===== src/rtl/cabac_neighbour_buf_1p_if.sv =====
// Bus bundle for the CABAC neighbour line buffer.
// master: context-selection / neighbour-write side (drives requests).
// slave : the buffer itself (drives read data, handshake and clear status).
// Signals: clr_start/clr_busy/clr_done  clear sequencer control and status
//          r_en/r_addr/r_data/r_valid   read request and registered response
//          w_en/w_addr/w_data/w_rdy     write request, accepted on w_en && w_rdy
`ifndef PIC_X_WIDTH
`define PIC_X_WIDTH 4
`endif

interface cabac_neighbour_buf_1p_if #(
    parameter int DATA_W = 8,
    parameter int ADDR_W = `PIC_X_WIDTH
);
    logic              clr_start;
    logic              clr_busy;
    logic              clr_done;
    logic              r_en;
    logic [ADDR_W-1:0] r_addr;
    logic [DATA_W-1:0] r_data;
    logic              r_valid;
    logic              w_en;
    logic [ADDR_W-1:0] w_addr;
    logic [DATA_W-1:0] w_data;
    logic              w_rdy;

    modport master (
        output clr_start, r_en, r_addr, w_en, w_addr, w_data,
        input  clr_busy, clr_done, r_data, r_valid, w_rdy
    );

    modport slave (
        input  clr_start, r_en, r_addr, w_en, w_addr, w_data,
        output clr_busy, clr_done, r_data, r_valid, w_rdy
    );
endinterface


===== src/rtl/cabac_neighbour_buf_1p.sv =====
// Single-port neighbour line buffer for the CABAC encoder.
// One DATA_W-bit context word per horizontal position. Reads own the RAM port;
// writes that lose arbitration park in a one-entry pending buffer and drain on
// the next cycle without a read. A clear sequencer writes INIT_VAL to every
// entry, one per cycle, after a clr_start pulse.
// Ports:
//   clk, rst_n    clock, synchronous active-low reset
//   bus (slave)   read/write/clear handshake bundle
//   dbg_clear     1 while the FSM is in CLEAR
//   dbg_pend_vld  1 while the pending write buffer holds an entry
// Handshake: a read is accepted on every cycle r_en is high outside CLEAR and
// answers with a one-cycle r_valid pulse the next cycle; a write is accepted
// exactly when w_en && w_rdy (out-of-range writes are accepted and dropped).
`ifndef PIC_X_WIDTH
`define PIC_X_WIDTH 4
`endif

module cabac_neighbour_buf_1p #(
    parameter int                DATA_W   = 8,
    parameter int                ADDR_W   = `PIC_X_WIDTH,
    parameter int                DEPTH    = 1 << ADDR_W,
    parameter logic [DATA_W-1:0] INIT_VAL = '0
) (
    input  logic                    clk,
    input  logic                    rst_n,
    cabac_neighbour_buf_1p_if.slave bus,
    output logic                    dbg_clear,
    output logic                    dbg_pend_vld
);
    typedef enum logic {IDLE, CLEAR} state_t;

    localparam logic [ADDR_W-1:0] LAST      = ADDR_W'(DEPTH - 1);
    localparam logic [ADDR_W:0]   DEPTH_EXT = (ADDR_W + 1)'(DEPTH);

    state_t            state, state_nxt;
    logic [ADDR_W-1:0] cnt, cnt_nxt;

    logic [DATA_W-1:0] mem [0:DEPTH-1];

    logic              pend_vld;
    logic [ADDR_W-1:0] pend_addr;
    logic [DATA_W-1:0] pend_data;

    logic              idle, w_in_range, r_in_range;
    logic              w_take, rd_take, drain, direct, pend_load, clr_last;
    logic              ram_we;
    logic [ADDR_W-1:0] ram_waddr;
    logic [DATA_W-1:0] ram_wdata;
    logic [DATA_W-1:0] rd_src;

    assign idle       = (state == IDLE);
    assign w_in_range = ({1'b0, bus.w_addr} < DEPTH_EXT);
    assign r_in_range = ({1'b0, bus.r_addr} < DEPTH_EXT);

    assign bus.clr_busy = ~idle;
    assign bus.w_rdy    = idle & ~(pend_vld & bus.r_en);
    assign dbg_clear    = ~idle;
    assign dbg_pend_vld = pend_vld;

    always_comb begin
        state_nxt    = state;
        cnt_nxt      = cnt;
        bus.clr_done = 1'b0;
        ram_we       = 1'b0;
        ram_waddr    = bus.w_addr;
        ram_wdata    = bus.w_data;
        rd_src       = INIT_VAL;

        // Port arbitration: read, then pending drain, then direct write.
        w_take    = bus.w_en & bus.w_rdy & w_in_range;
        rd_take   = idle & bus.r_en;
        drain     = idle & ~bus.r_en & pend_vld;
        direct    = idle & ~bus.r_en & ~pend_vld & w_take;
        // Port busy this cycle: park the write (replacing a draining entry).
        pend_load = w_take & (bus.r_en | pend_vld);
        clr_last  = ~idle & (cnt == LAST);

        if (bus.clr_start) begin
            state_nxt = CLEAR;
            cnt_nxt   = '0;
        end else if (clr_last) begin
            state_nxt    = IDLE;
            cnt_nxt      = '0;
            bus.clr_done = 1'b1;
        end else if (!idle) begin
            cnt_nxt = cnt + ADDR_W'(1);
        end

        if (!idle) begin
            ram_we    = 1'b1;
            ram_waddr = cnt;
            ram_wdata = INIT_VAL;
        end else if (drain) begin
            ram_we    = 1'b1;
            ram_waddr = pend_addr;
            ram_wdata = pend_data;
        end else if (direct) begin
            ram_we = 1'b1;
        end

        // Newest copy wins: same-cycle write, then pending entry, then array.
        if (!r_in_range)
            rd_src = INIT_VAL;
        else if (w_take && (bus.w_addr == bus.r_addr))
            rd_src = bus.w_data;
        else if (pend_vld && (pend_addr == bus.r_addr))
            rd_src = pend_data;
        else
            rd_src = mem[bus.r_addr];
    end

    always_ff @(posedge clk) begin
        if (!rst_n) begin
            state <= IDLE;
            cnt   <= '0;
        end else begin
            state <= state_nxt;
            cnt   <= cnt_nxt;
        end
    end

    always_ff @(posedge clk) begin
        if (!rst_n || bus.clr_start) begin
            pend_vld <= 1'b0;
        end else if (pend_load) begin
            pend_vld  <= 1'b1;
            pend_addr <= bus.w_addr;
            pend_data <= bus.w_data;
        end else if (drain) begin
            pend_vld <= 1'b0;
        end
    end

    always_ff @(posedge clk) begin
        if (!rst_n) begin
            bus.r_data  <= '0;
            bus.r_valid <= 1'b0;
        end else begin
            bus.r_valid <= rd_take;
            if (rd_take)
                bus.r_data <= rd_src;
        end
    end

    // Array contents survive reset, but no write lands on a reset edge.
    always_ff @(posedge clk) begin
        if (rst_n && ram_we)
            mem[ram_waddr] <= ram_wdata;
    end
endmodule


===== src/flat_wrapper.sv =====
// flat-port wrapper written by rule: the top's interface ports become plain ports
module cabac_neighbour_buf_1p_flat 
#(
    parameter int                DATA_W   = 8,
    parameter int                ADDR_W   = `PIC_X_WIDTH,
    parameter int                DEPTH    = 1 << ADDR_W,
    parameter logic [DATA_W-1:0] INIT_VAL = '0
)
  (clk, rst_n, dbg_clear, dbg_pend_vld, bus_clr_start, bus_r_en, bus_r_addr, bus_w_en, bus_w_addr, bus_w_data, bus_clr_busy, bus_clr_done, bus_r_data, bus_r_valid, bus_w_rdy);
  cabac_neighbour_buf_1p_if #(.DATA_W(DATA_W), .ADDR_W(ADDR_W)) bus_i ();
  input  logic clk;
  input  logic rst_n;
  output logic dbg_clear;
  output logic dbg_pend_vld;
  input wire logic [$bits(bus_i.clr_start)-1:0] bus_clr_start;
  input wire logic [$bits(bus_i.r_en)-1:0] bus_r_en;
  input wire logic [$bits(bus_i.r_addr)-1:0] bus_r_addr;
  input wire logic [$bits(bus_i.w_en)-1:0] bus_w_en;
  input wire logic [$bits(bus_i.w_addr)-1:0] bus_w_addr;
  input wire logic [$bits(bus_i.w_data)-1:0] bus_w_data;
  output wire logic [$bits(bus_i.clr_busy)-1:0] bus_clr_busy;
  output wire logic [$bits(bus_i.clr_done)-1:0] bus_clr_done;
  output wire logic [$bits(bus_i.r_data)-1:0] bus_r_data;
  output wire logic [$bits(bus_i.r_valid)-1:0] bus_r_valid;
  output wire logic [$bits(bus_i.w_rdy)-1:0] bus_w_rdy;
  assign bus_i.clr_start = bus_clr_start;
  assign bus_i.r_en = bus_r_en;
  assign bus_i.r_addr = bus_r_addr;
  assign bus_i.w_en = bus_w_en;
  assign bus_i.w_addr = bus_w_addr;
  assign bus_i.w_data = bus_w_data;
  assign bus_clr_busy = bus_i.clr_busy;
  assign bus_clr_done = bus_i.clr_done;
  assign bus_r_data = bus_i.r_data;
  assign bus_r_valid = bus_i.r_valid;
  assign bus_w_rdy = bus_i.w_rdy;
  cabac_neighbour_buf_1p #(.DATA_W(DATA_W), .ADDR_W(ADDR_W), .DEPTH(DEPTH), .INIT_VAL(INIT_VAL)) u_core (.clk(clk), .rst_n(rst_n), .bus(bus_i), .dbg_clear(dbg_clear), .dbg_pend_vld(dbg_pend_vld));
endmodule

===== config.mk =====
export PLATFORM = sky130hd
export DESIGN_NAME = cabac_neighbour_buf_1p_flat
export DESIGN_NICKNAME = d
export VERILOG_FILES = /design/src/rtl/cabac_neighbour_buf_1p_if.sv /design/src/rtl/cabac_neighbour_buf_1p.sv /design/src/flat_wrapper.sv
export SDC_FILE = /design/constraint.sdc
export NUM_CORES = 1
export LEC_CHECK = 0
export ABC_AREA = 1
export BUFFER_PORTS_ARGS = -buffer_cell sky130_fd_sc_hd__buf_2
export CAP_MARGIN = 20
export CORE_UTILIZATION = 24
export DETAILED_ROUTE_END_ITERATION = 10
export PLACE_DENSITY_LB_ADDON = 0.1
export SLEW_MARGIN = 0
export SYNTH_ARGS = -nofsm -noshare
export SYNTH_HDL_FRONTEND = slang
export SYNTH_SLANG_ARGS = --single-unit

===== constraint.sdc =====
create_clock -name clk -period 2.3 [get_ports clk]
set_input_delay 0.46 -clock clk [delete_from_list [all_inputs] [get_ports clk]]
set_output_delay 0.46 -clock clk [all_outputs]
set_load 0.01 [all_outputs]

==> impl_metrics.json, run 1 <==
{
  "grt_pass1_vias": 5215,
  "die_area_um2": 29600,
  "rows": 61,
  "startpoint": "u_core.bus.clr_busy",
  "power.switching_w": 0.001583,
  "tightest_slew_ps": 482.2,
  "r2r_slack_ps": 360,
  "timing.final.crit_share_pct": 90.94,
  "cts_max_level": 4,
  "power.total_w": 0.006596,
  "worstSetupPathType": "reg -> out",
  "slew_viol_final": 0,
  "hold_start": "bus_w_data[1]",
  "powerDensity_nw_per_um2": 789.0,
  "setup_viol_count_final": 0,
  "yosysSeqAreaShare_pct": 64.90,
  "post_cts_buffers": 0,
  "relSlewSlack_pct": 67.82,
  "switching_share_pct": 24.00,
  "grt_pass1_wl_um": 31230,
  "cts.repair.resized": 0,
  "tns_ps": 0,
  "maxCapViolCount": 0,
  "viasPerCell": 4.290,
  "p_comb_share_pct": 8.6,
  "end_kind": "output pin",
  "clkLatencyLatePin_ps": 420,
  "cts_tree": "yes",
  "die_h_um": 172.1,
  "grt_max_degree": 67,
  "synthCells": 710,
  "diodes": 0,
  "route.detailed.drc": 0,
  "final_layout_size_suffix_gt1_share_pct": 15.27,
  "clock_power_share_pct": 43.8,
  "antenna_found_initial": 0,
  "dp_hpwl_um": 14150,
  "final_hold_viol_count": 0,
  "drt-total-wl_um": 20270,
  "yosysUniqueCellTypes": 28,
  "path_cells": "buf_4 > nand2_1 > nor2_1 > nand2_1 > nor2_1 > buf_2",
  "gr-total-overflow": 0,
  "initial_utilization_pct": 24.71,
  "cts.clk_slew.worst_paths_ps": 60,
  "cp-start-kind": "flip-flop",
  "clockRootBuffer": "clkbuf_16",
  "cp_data_required_time_ps": 1840,
  "numCtsBuffers": 17,
  "syn_nets": 732,
  "vias": 4994,
  "min_period_ps": 2092,
  "slowest_delay_ps": 340,
  "dr.pass1.iters": 5,
  "leakage_nw": 3.493,
  "final_nets": 795,
  "max_freq_mhz": 478.1,
  "antenna_left": 0,
  "hold_path_class": "in -> reg",
  "place.gp.congestion": 0.7651,
  "p_int_w": 0.005013,
  "io_buffers": 34,
  "avgRoutedWirePerCell_um": 17.42,
  "syn2layout_area_growth_pct": 20.46,
  "power_frac_seq_pct": 47.7,
  "rsz0062_at_grt": "no",
  "critPathMaxFanout": 16,
  "max-vdd-ir-drop_v": 0.0004266,
  "worstPathArrival_ps": 1630,
  "synth_warnings": 0,
  "clockBufferDepth": 2,
  "pin_count": 35,
  "synth_area_per_cell_um2": 9.775,
  "chipWidth_um": 172.1,
  "synth-seq-cells": 155,
  "worstReg2RegStart": "u_core.bus.clr_busy",
  "netlist_area_um2": 6940,
  "core_um2": 28090,
  "slowest_stage": "dfxtp_1",
  "status": "completed",
  "track_usage_pct": 14.78,
  "finalClockSkew_ps": 9.288,
  "drt_iter0_markers": 363,
  "tritoncts_num_sinks": 155,
  "holdBufCountCts": 0
}
[logic make-up after synthesis]
kind of cell,after synthesis,synth area share [%]
compound gates,46,3.732
xor+xnor,6,0.7572
fa+ha+maj,1,0.1802
buf+inv,121,7.319
flops,155,64.90
simple gates,381,23.11
[layout make-up]
cell class | count | area [um2]
Inverter | 89 | 334.1
Sequential cell | 155 | 4504
Multi-Input combinational cell | 434 | 1928
Clock buffer | 19 | 432.9
Fill cell | 3021 | 19730
Tap cell | 378 | 473.0
Timing Repair Buffer | 76 | 523.0
Clock inverter | 13 | 165.2
[worst paths after layout]
check                           cells after the start                  end
worst max-delay path                                6         bus_clr_done
worst min-delay path                                1  u_core.pend_data[1]
worst max register to register                      8    u_core.mem[13][2]
worst min register to register                      2        u_core.cnt[0]
[cell usage after synthesis (all sizes together)]
master | instances | area (um2)
nand2 | 225 | 844.6
ha | 1 | 12.51
nand3 | 101 | 520.5
o21ai | 22 | 113.9
a21oi | 15 | 82.58
nor3 | 4 | 20.02
buf | 23 | 140.1
o211ai | 1 | 12.51
a31oi | 8 | 50.05
xnor2 | 4 | 35.03
and2 | 1 | 6.260
nand3b | 2 | 15.01
xor2 | 2 | 17.52
dfxtp | 15 | 300.3
edfxtp | 140 | 4204
inv | 89 | 334.1
nor3b | 1 | 18.77
clkbuf | 9 | 33.78
nor2 | 47 | 178.9
[power groups by stage]
stage / Clock, W / Combinational, W / Sequential [W]
floorplan: 0 / 0.000298 / 0.00321
global placement: 0 / 0.000584 / 0.00320
detailed placement: 0 / 0.000581 / 0.00320
CTS: 0.00295 / 0.000583 / 0.00314
global route: 0.00307 / 0.000631 / 0.00315
finish: 0.00289 / 0.000567 / 0.00314
[metrics by stage]
step	instances	utilization, %	cell area, um2	setup slack (ps)	hold WS, ps
finish	1164	29.77	8361	208.4	265.6
global route	1164	29.77	8361	24.43	246.3
CTS	1164	29.77	8361	179.8	247.7
detailed placement	1132	27.64	7762	5.164	495.1
global placement	1132	27.64	7762	18.97	491.2
floorplan	710	-	6940	272.2	470.2
[state kept, by name, indices dropped and copies added (netlist names)]
signal,count
u_core.cnt,4
u_core.bus.r_valid,1
u_core.pend_addr,4
u_core.bus.clr_busy,1
u_core.mem,128
u_core.pend_data,8
u_core.dbg_pend_vld,1
u_core.bus.r_data,8
[worst max-delay path: cells and delay by family (launching register included)]
kind / cells / cell delay, ps
flip-flops: 1 / 340
AND/OR/NAND/NOR: 4 / 480
buffers and inverters: 2 / 370
[routing by layer]
metal,track usage (%),share of wire [%],up-vias
met5,0,0,-
met4,3.732,0.87,0
met3,2.815,2.9,15
met2,24.14,48,82
met1,20.01,48,2435
li1,-,-,2462
[placed cells by master (no fill, tap or decap), types with 3 or more instances in the layout]
| cell type | n |
|---|---|
| a21oi_1 | 13 |
| a31oi_1 | 8 |
| buf_12 | 3 |
| buf_2 | 34 |
| buf_4 | 39 |
| bufinv_16 | 3 |
| clkbuf_16 | 17 |
| dfxtp_1 | 15 |
| edfxtp_1 | 140 |
| inv_1 | 83 |
| inv_2 | 6 |
| nand2_1 | 225 |
| nand3_1 | 98 |
| nand3_2 | 3 |
| nor2_1 | 46 |
| nor3_1 | 4 |
| o21ai_0 | 11 |
| o21ai_1 | 10 |
| xnor2_1 | 4 |
Note: power is estimated with default switching activity, not from simulation.
==> inputs of run 2 (changes only) <==
--- a/config.mk
+++ b/config.mk
@@ -7,7 +7,6 @@
 export LEC_CHECK = 0
 export ABC_AREA = 1
 export BUFFER_PORTS_ARGS = -buffer_cell sky130_fd_sc_hd__buf_2
-export CAP_MARGIN = 20
 export CORE_UTILIZATION = 24
 export DETAILED_ROUTE_END_ITERATION = 10
 export PLACE_DENSITY_LB_ADDON = 0.1
==> constraint.sdc (replaced) <==
create_clock -name clk -period 2.65 [get_ports clk]
set_input_delay 0.53 -clock clk [delete_from_list [all_inputs] [get_ports clk]]
set_output_delay 0.53 -clock clk [all_outputs]
set_load 0.01 [all_outputs]
==> run 2 against run 1 <==
  * Via count decreased by 0.46%
  * Cell area grew 0.18%
  * Utilization grew 0.053 points
  * Clock-buffer cell count is the same
  * Clock power down 10%
  * Largest cell class unchanged
  * Sequential power fell by 13%
  * Non-clock buffer count increased by 2
  * Final cell count up 0.17%
  * Die area unchanged
==> impl_metrics.json, run 2 (same netlist as run 1, synthesis figures left out) <==
{
  "path_cells": "buf_4 > nor3_1 > nor3_1 > buf_4 > nand2_1 > nor2_1",
  "initial_utilization_pct": 24.71,
  "grt_pass1_wl_um": 30390,
  "drt_iter0_markers": 371,
  "grt_pass1_vias": 4942,
  "post_cts_buffers": 0,
  "final_nets": 797,
  "slew_viol_final": 0,
  "crit_buf_inv": 2,
  "gr-total-overflow": 0,
  "multi_input_area_um2": 1928,
  "relSlewSlack_pct": 42.57,
  "final_common_cell": "nand2_1",
  "maxCapViolCount": 0,
  "io_buffers": 34,
  "r2r_slack_ps": 320,
  "fillers": 3003,
  "numCtsBuffers": 17,
  "min_period_ps": 2328,
  "r2r_end": "u_core.mem[1][5]",
  "grt_use_met2_pct": 23.60,
  "antenna_found_initial": 0,
  "cts.repair.resized": 0,
  "rsz0062_at_grt": "no",
  "placed_cells": 1134,
  "diodes": 0,
  "placed_area_um2": 7752,
  "syn2layout_area_growth_pct": 20.68,
  "layout_common_cells": "nand2_1 (225), edfxtp_1 (140), nand3_1 (98)",
  "busiest_layer": "met2",
  "final_layout_size_suffix_gt1_share_pct": 15.48,
  "seqCellArea_um2": 4504,
  "critPathMaxFanout": 13,
  "switching_share_pct": 23.43,
  "reg_top3": "u_core.mem x128, u_core.bus.r_data x8, u_core.pend_data x8",
  "hold_path_class": "in -> reg",
  "status": "completed",
  "antenna_left": 0,
  "power_frac_seq_pct": 46.9,
  "p_int_w": 0.004451,
  "tns_ps": 0,
  "max_freq_mhz": 429.6,
  "powerDensity_nw_per_um2": 694.0,
  "cts_max_level": 4,
  "track_usage_pct": 14.44,
  "clkLatencyLatePin_ps": 420,
  "holdBufCountCts": 0,
  "place.gp.congestion": 0.7884,
  "clockRootBuffer": "clkbuf_16",
  "startpoint": "u_core.bus.clr_busy",
  "finalInstanceArea_um2": 8376,
  "crit_path_end": "u_core.mem[1][5]",
  "dp_hpwl_um": 14230,
  "die_h_um": 172.1,
  "p_comb_share_pct": 8.4,
  "vias": 4971,
  "die_area_um2": 29600,
  "tritoncts_num_sinks": 155,
  "pin_count": 35,
  "path_depth": 6,
  "end_kind": "flip-flop",
  "slowest_delay_ps": 670,
  "route.detailed.drc": 0,
  "core_um2": 28090,
  "grt_max_degree": 39,
  "cts_tree": "yes",
  "cp_data_required_time_ps": 2700,
  "max-vdd-ir-drop_v": 0.0003882,
  "clockBufferDepth": 2,
  "grt_use_met1_pct": 19.69,
  "worstReg2RegStart": "u_core.bus.clr_busy",
  "worstSetupPathType": "reg -> reg",
  "top_register": "u_core.mem",
  "rr_worst_depth": 6,
  "final_hold_viol_count": 0,
  "grt_util_met3_pct": 3.067,
  "cts.clk_slew.worst_paths_ps": 60,
  "chipWidth_um": 172.1,
  "leakage_nw": 3.502,
  "slowest_stage": "nor2_1",
  "drt-total-wl_um": 20200,
  "dr.pass1.iters": 5,
  "timing.final.crit_share_pct": 87.83,
  "cp-start-kind": "flip-flop",
  "crit_family": "simple AND/OR/NAND/NOR gates",
  "finalClockSkew_ps": 10.41,
  "rows": 61,
  "avgRoutedWirePerCell_um": 17.33,
  "largest_register_ffs": 128,
  "power.switching_w": 0.001362,
  "setup_viol_count_final": 0,
  "worstPathArrival_ps": 2370,
  "tightest_slew_ps": 858.3,
  "final-instance-count-excl-fill": 1166,
  "viasPerCell": 4.263,
  "clock_power_share_pct": 44.6
}
run 2: changes by cell type in the layout (fill, tap and decap cells not counted), sizes merged:
cell	previous run	this run
buf	76	78
bufinv	3	4
clkinv	5	3
inv	92	93
run 2: worst min-delay path by stage:
stage / from / end / depth (start not counted)
floorplan: u_core.cnt[1] / u_core.cnt[1] / 2
global placement: u_core.cnt[0] / u_core.cnt[0] / 2
detailed placement: u_core.cnt[1] / u_core.cnt[1] / 2
CTS: bus_w_data[2] / u_core.pend_data[2] / 1
global route: bus_w_data[2] / u_core.pend_data[2] / 1
finish: bus_w_data[2] / u_core.pend_data[2] / 1
run 2: layout make-up:
class	count	share of cell area (%)
clock inverter	13	2.271
multi-input combinational	434	23.02
tap	378	5.647
timing repair buffer	78	6.125
sequential	155	53.78
inverter	89	3.989
clock buffer	19	5.169
run 2: worst reg2reg max path: cells and delay by family (launching register included):
kind | cells | cell delay (ps)
buffers and inverters | 2 | 420
DFF | 1 | 420
and+or+nand+nor | 4 | 1100
run 2: power by group through the flow:
stage	logic, W	clock network [W]	registers [W]
after floorplan	0.000258	0	0.00279
after global placement	0.000504	0	0.00278
after detailed placement	0.000501	0	0.00278
after CTS	0.000502	0.00264	0.00273
after global routing	0.000543	0.00273	0.00273
final	0.000489	0.00259	0.00273
run 2: metal layers:
| layer | vias up | wire length, um |
|---|---|---|
| met5 | - | 0 |
| met4 | 0 | 133 |
| met3 | 10 | 724 |
| met2 | 98 | 9665 |
| met1 | 2400 | 9679 |
| li1 | 2463 | - |
run 2: metrics by stage:
stage               power [W]  util [%]  worst slack [ps]  hold WS (ps)
finish               0.005813     29.82             322.4         321.7
global route         0.006007     29.82             161.6         306.6
CTS                  0.005874     29.82             279.9         310.2
detailed placement   0.003283     27.60             110.9         500.4
global placement     0.003286     27.60             129.6         488.1
floorplan            0.003047         -             552.2         470.2
==> inputs of run 3 (changes only) <==
==> constraint.sdc (replaced) <==
create_clock -name clk -period 2.65 [get_ports clk]
set_input_delay 0.265 -clock clk [delete_from_list [all_inputs] [get_ports clk]]
set_output_delay 0.265 -clock clk [all_outputs]
set_load 0.01 [all_outputs]
==> run 3 against run 2 <==
  * Utilization decreased by 0.23 points
  * Sequential share of layout area increased by 0.42 points
  * Global-route usage increased by 0.33 points
  * Worst setup slack improved by 74 ps
  * Register-to-register slack improved by 70 ps
  * Critical path depth unchanged
  * Non-clock buffer count decreased by 3
  * Hold slack got worse by 250 ps
  * Largest cell class unchanged
==> impl_metrics.json, run 3 (same netlist as run 1, synthesis figures left out) <==
{
  "worstReg2RegStart": "u_core.dbg_pend_vld",
  "chipWidth_um": 172.1,
  "leakage_nw": 3.477,
  "max_freq_mhz": 443.7,
  "grt_pass1_wl_um": 31130,
  "slew_viol_final": 0,
  "die_h_um": 172.1,
  "final_common_cell": "nand2_1",
  "tightest_slew_ps": 737.9,
  "diodes": 0,
  "critPathMaxFanout": 9,
  "viasPerCell": 4.294,
  "maxCapViolCount": 0,
  "layout_common_cells": "nand2_1 (225), edfxtp_1 (140), nand3_1 (98)",
  "timing.final.crit_share_pct": 85.05,
  "dp_hpwl_um": 14300,
  "track_usage_pct": 14.77,
  "tns_ps": 0,
  "gr-total-overflow": 0,
  "post_cts_buffers": 0,
  "hold_path_class": "in -> reg",
  "dr.pass1.iters": 5,
  "holdBufCountCts": 0,
  "max-vdd-ir-drop_v": 0.0003516,
  "largest_register_ffs": 128,
  "cts_tree": "yes",
  "syn2layout_area_growth_pct": 19.74,
  "setup_viol_count_final": 0,
  "initial_utilization_pct": 24.71,
  "relSlewSlack_pct": 50.63,
  "antenna_found_initial": 1,
  "tritoncts_num_sinks": 155,
  "finalClockSkew_ps": 9.385,
  "cp_data_required_time_ps": 2690,
  "clockBufferDepth": 2,
  "worstPathArrival_ps": 2300,
  "place.gp.congestion": 0.7412,
  "drt_iter0_markers": 327,
  "grt_max_degree": 41,
  "startpoint": "u_core.dbg_pend_vld",
  "status": "completed",
  "end_kind": "flip-flop",
  "r2r_slack_ps": 400,
  "avgRoutedWirePerCell_um": 17.69,
  "final-instance-count-excl-fill": 1163,
  "top_register": "u_core.mem",
  "cp-start-kind": "flip-flop",
  "min_period_ps": 2254,
  "reg_top3": "u_core.mem x128, u_core.bus.r_data x8, u_core.pend_data x8",
  "final_layout_size_suffix_gt1_share_pct": 14.90,
  "clockRootBuffer": "clkbuf_16",
  "rsz0062_at_grt": "no",
  "die_area_um2": 29600,
  "hold_start": "bus_w_data[5]",
  "final_hold_viol_count": 0,
  "antenna_left": 0,
  "drt-total-wl_um": 20580,
  "worstSetupPathType": "reg -> reg",
  "placed_cells": 1131,
  "rows": 61,
  "route.detailed.drc": 0,
  "numCtsBuffers": 17,
  "final_nets": 794,
  "io_buffers": 34,
  "cts.clk_slew.worst_paths_ps": 60,
  "powerDensity_nw_per_um2": 679.1,
  "clkLatencyLatePin_ps": 420,
  "cts_max_level": 4,
  "cts.repair.resized": 0,
  "pin_count": 35,
  "vias": 4994,
  "grt_pass1_vias": 4963,
  "core_um2": 28090
}
run 3: worst paths after layout:
check	end	depth (start not counted)
max	u_core.mem[2][5]	6
min	u_core.pend_data[5]	1
max reg2reg	u_core.mem[2][5]	6
min reg2reg	u_core.cnt[0]	2
run 3: worst max-delay path, cell delays in order (launching register included):
cell and delay (ps):
dfxtp_1 470, nand3_2 230, nor2_1 140, a21oi_1 50
o21ai_1 250, nand2_1 130, nor2_1 600
run 3: stage by stage:
stage                     hold slack [ps]  setup WS (ps)  power (W)  cell area (um2)  util, %
final                               70.00          396.2   0.005643             8310    29.59
after global routing                58.66          221.1   0.005843             8310    29.59
after CTS                           48.86          376.8   0.005709             8310    29.59
after detailed placement            491.0          404.2   0.003276             7730    27.52
after global placement              481.9          384.0   0.003277             7730    27.52
after floorplan                     363.9          634.4   0.003047             6940        -
run 3: cell type report:
| class | instances | area [um2] |
|---|---|---|
| Inverter | 89 | 334.1 |
| Multi-Input combinational cell | 434 | 1928 |
| Sequential cell | 155 | 4504 |
| Fill cell | 2976 | 19780 |
| Clock inverter | 14 | 151.4 |
| Timing Repair Buffer | 75 | 490.5 |
| Clock buffer | 18 | 429.2 |
| Tap cell | 378 | 473.0 |
run 3: report_power, final:
part / switching [W] / internal (W)
sequential: 0.0000138 / 0.00272
combinational: 0.000343 / 0.000142
clock: 0.000961 / 0.00147
total: 0.00132 / 0.00433
run 3: metal layers:
metal  wire length [um]  track usage (%)
met4                163            3.117
met1               9821            20.14
met2               9928            24.32
met3                661            2.724
met5                  0                0
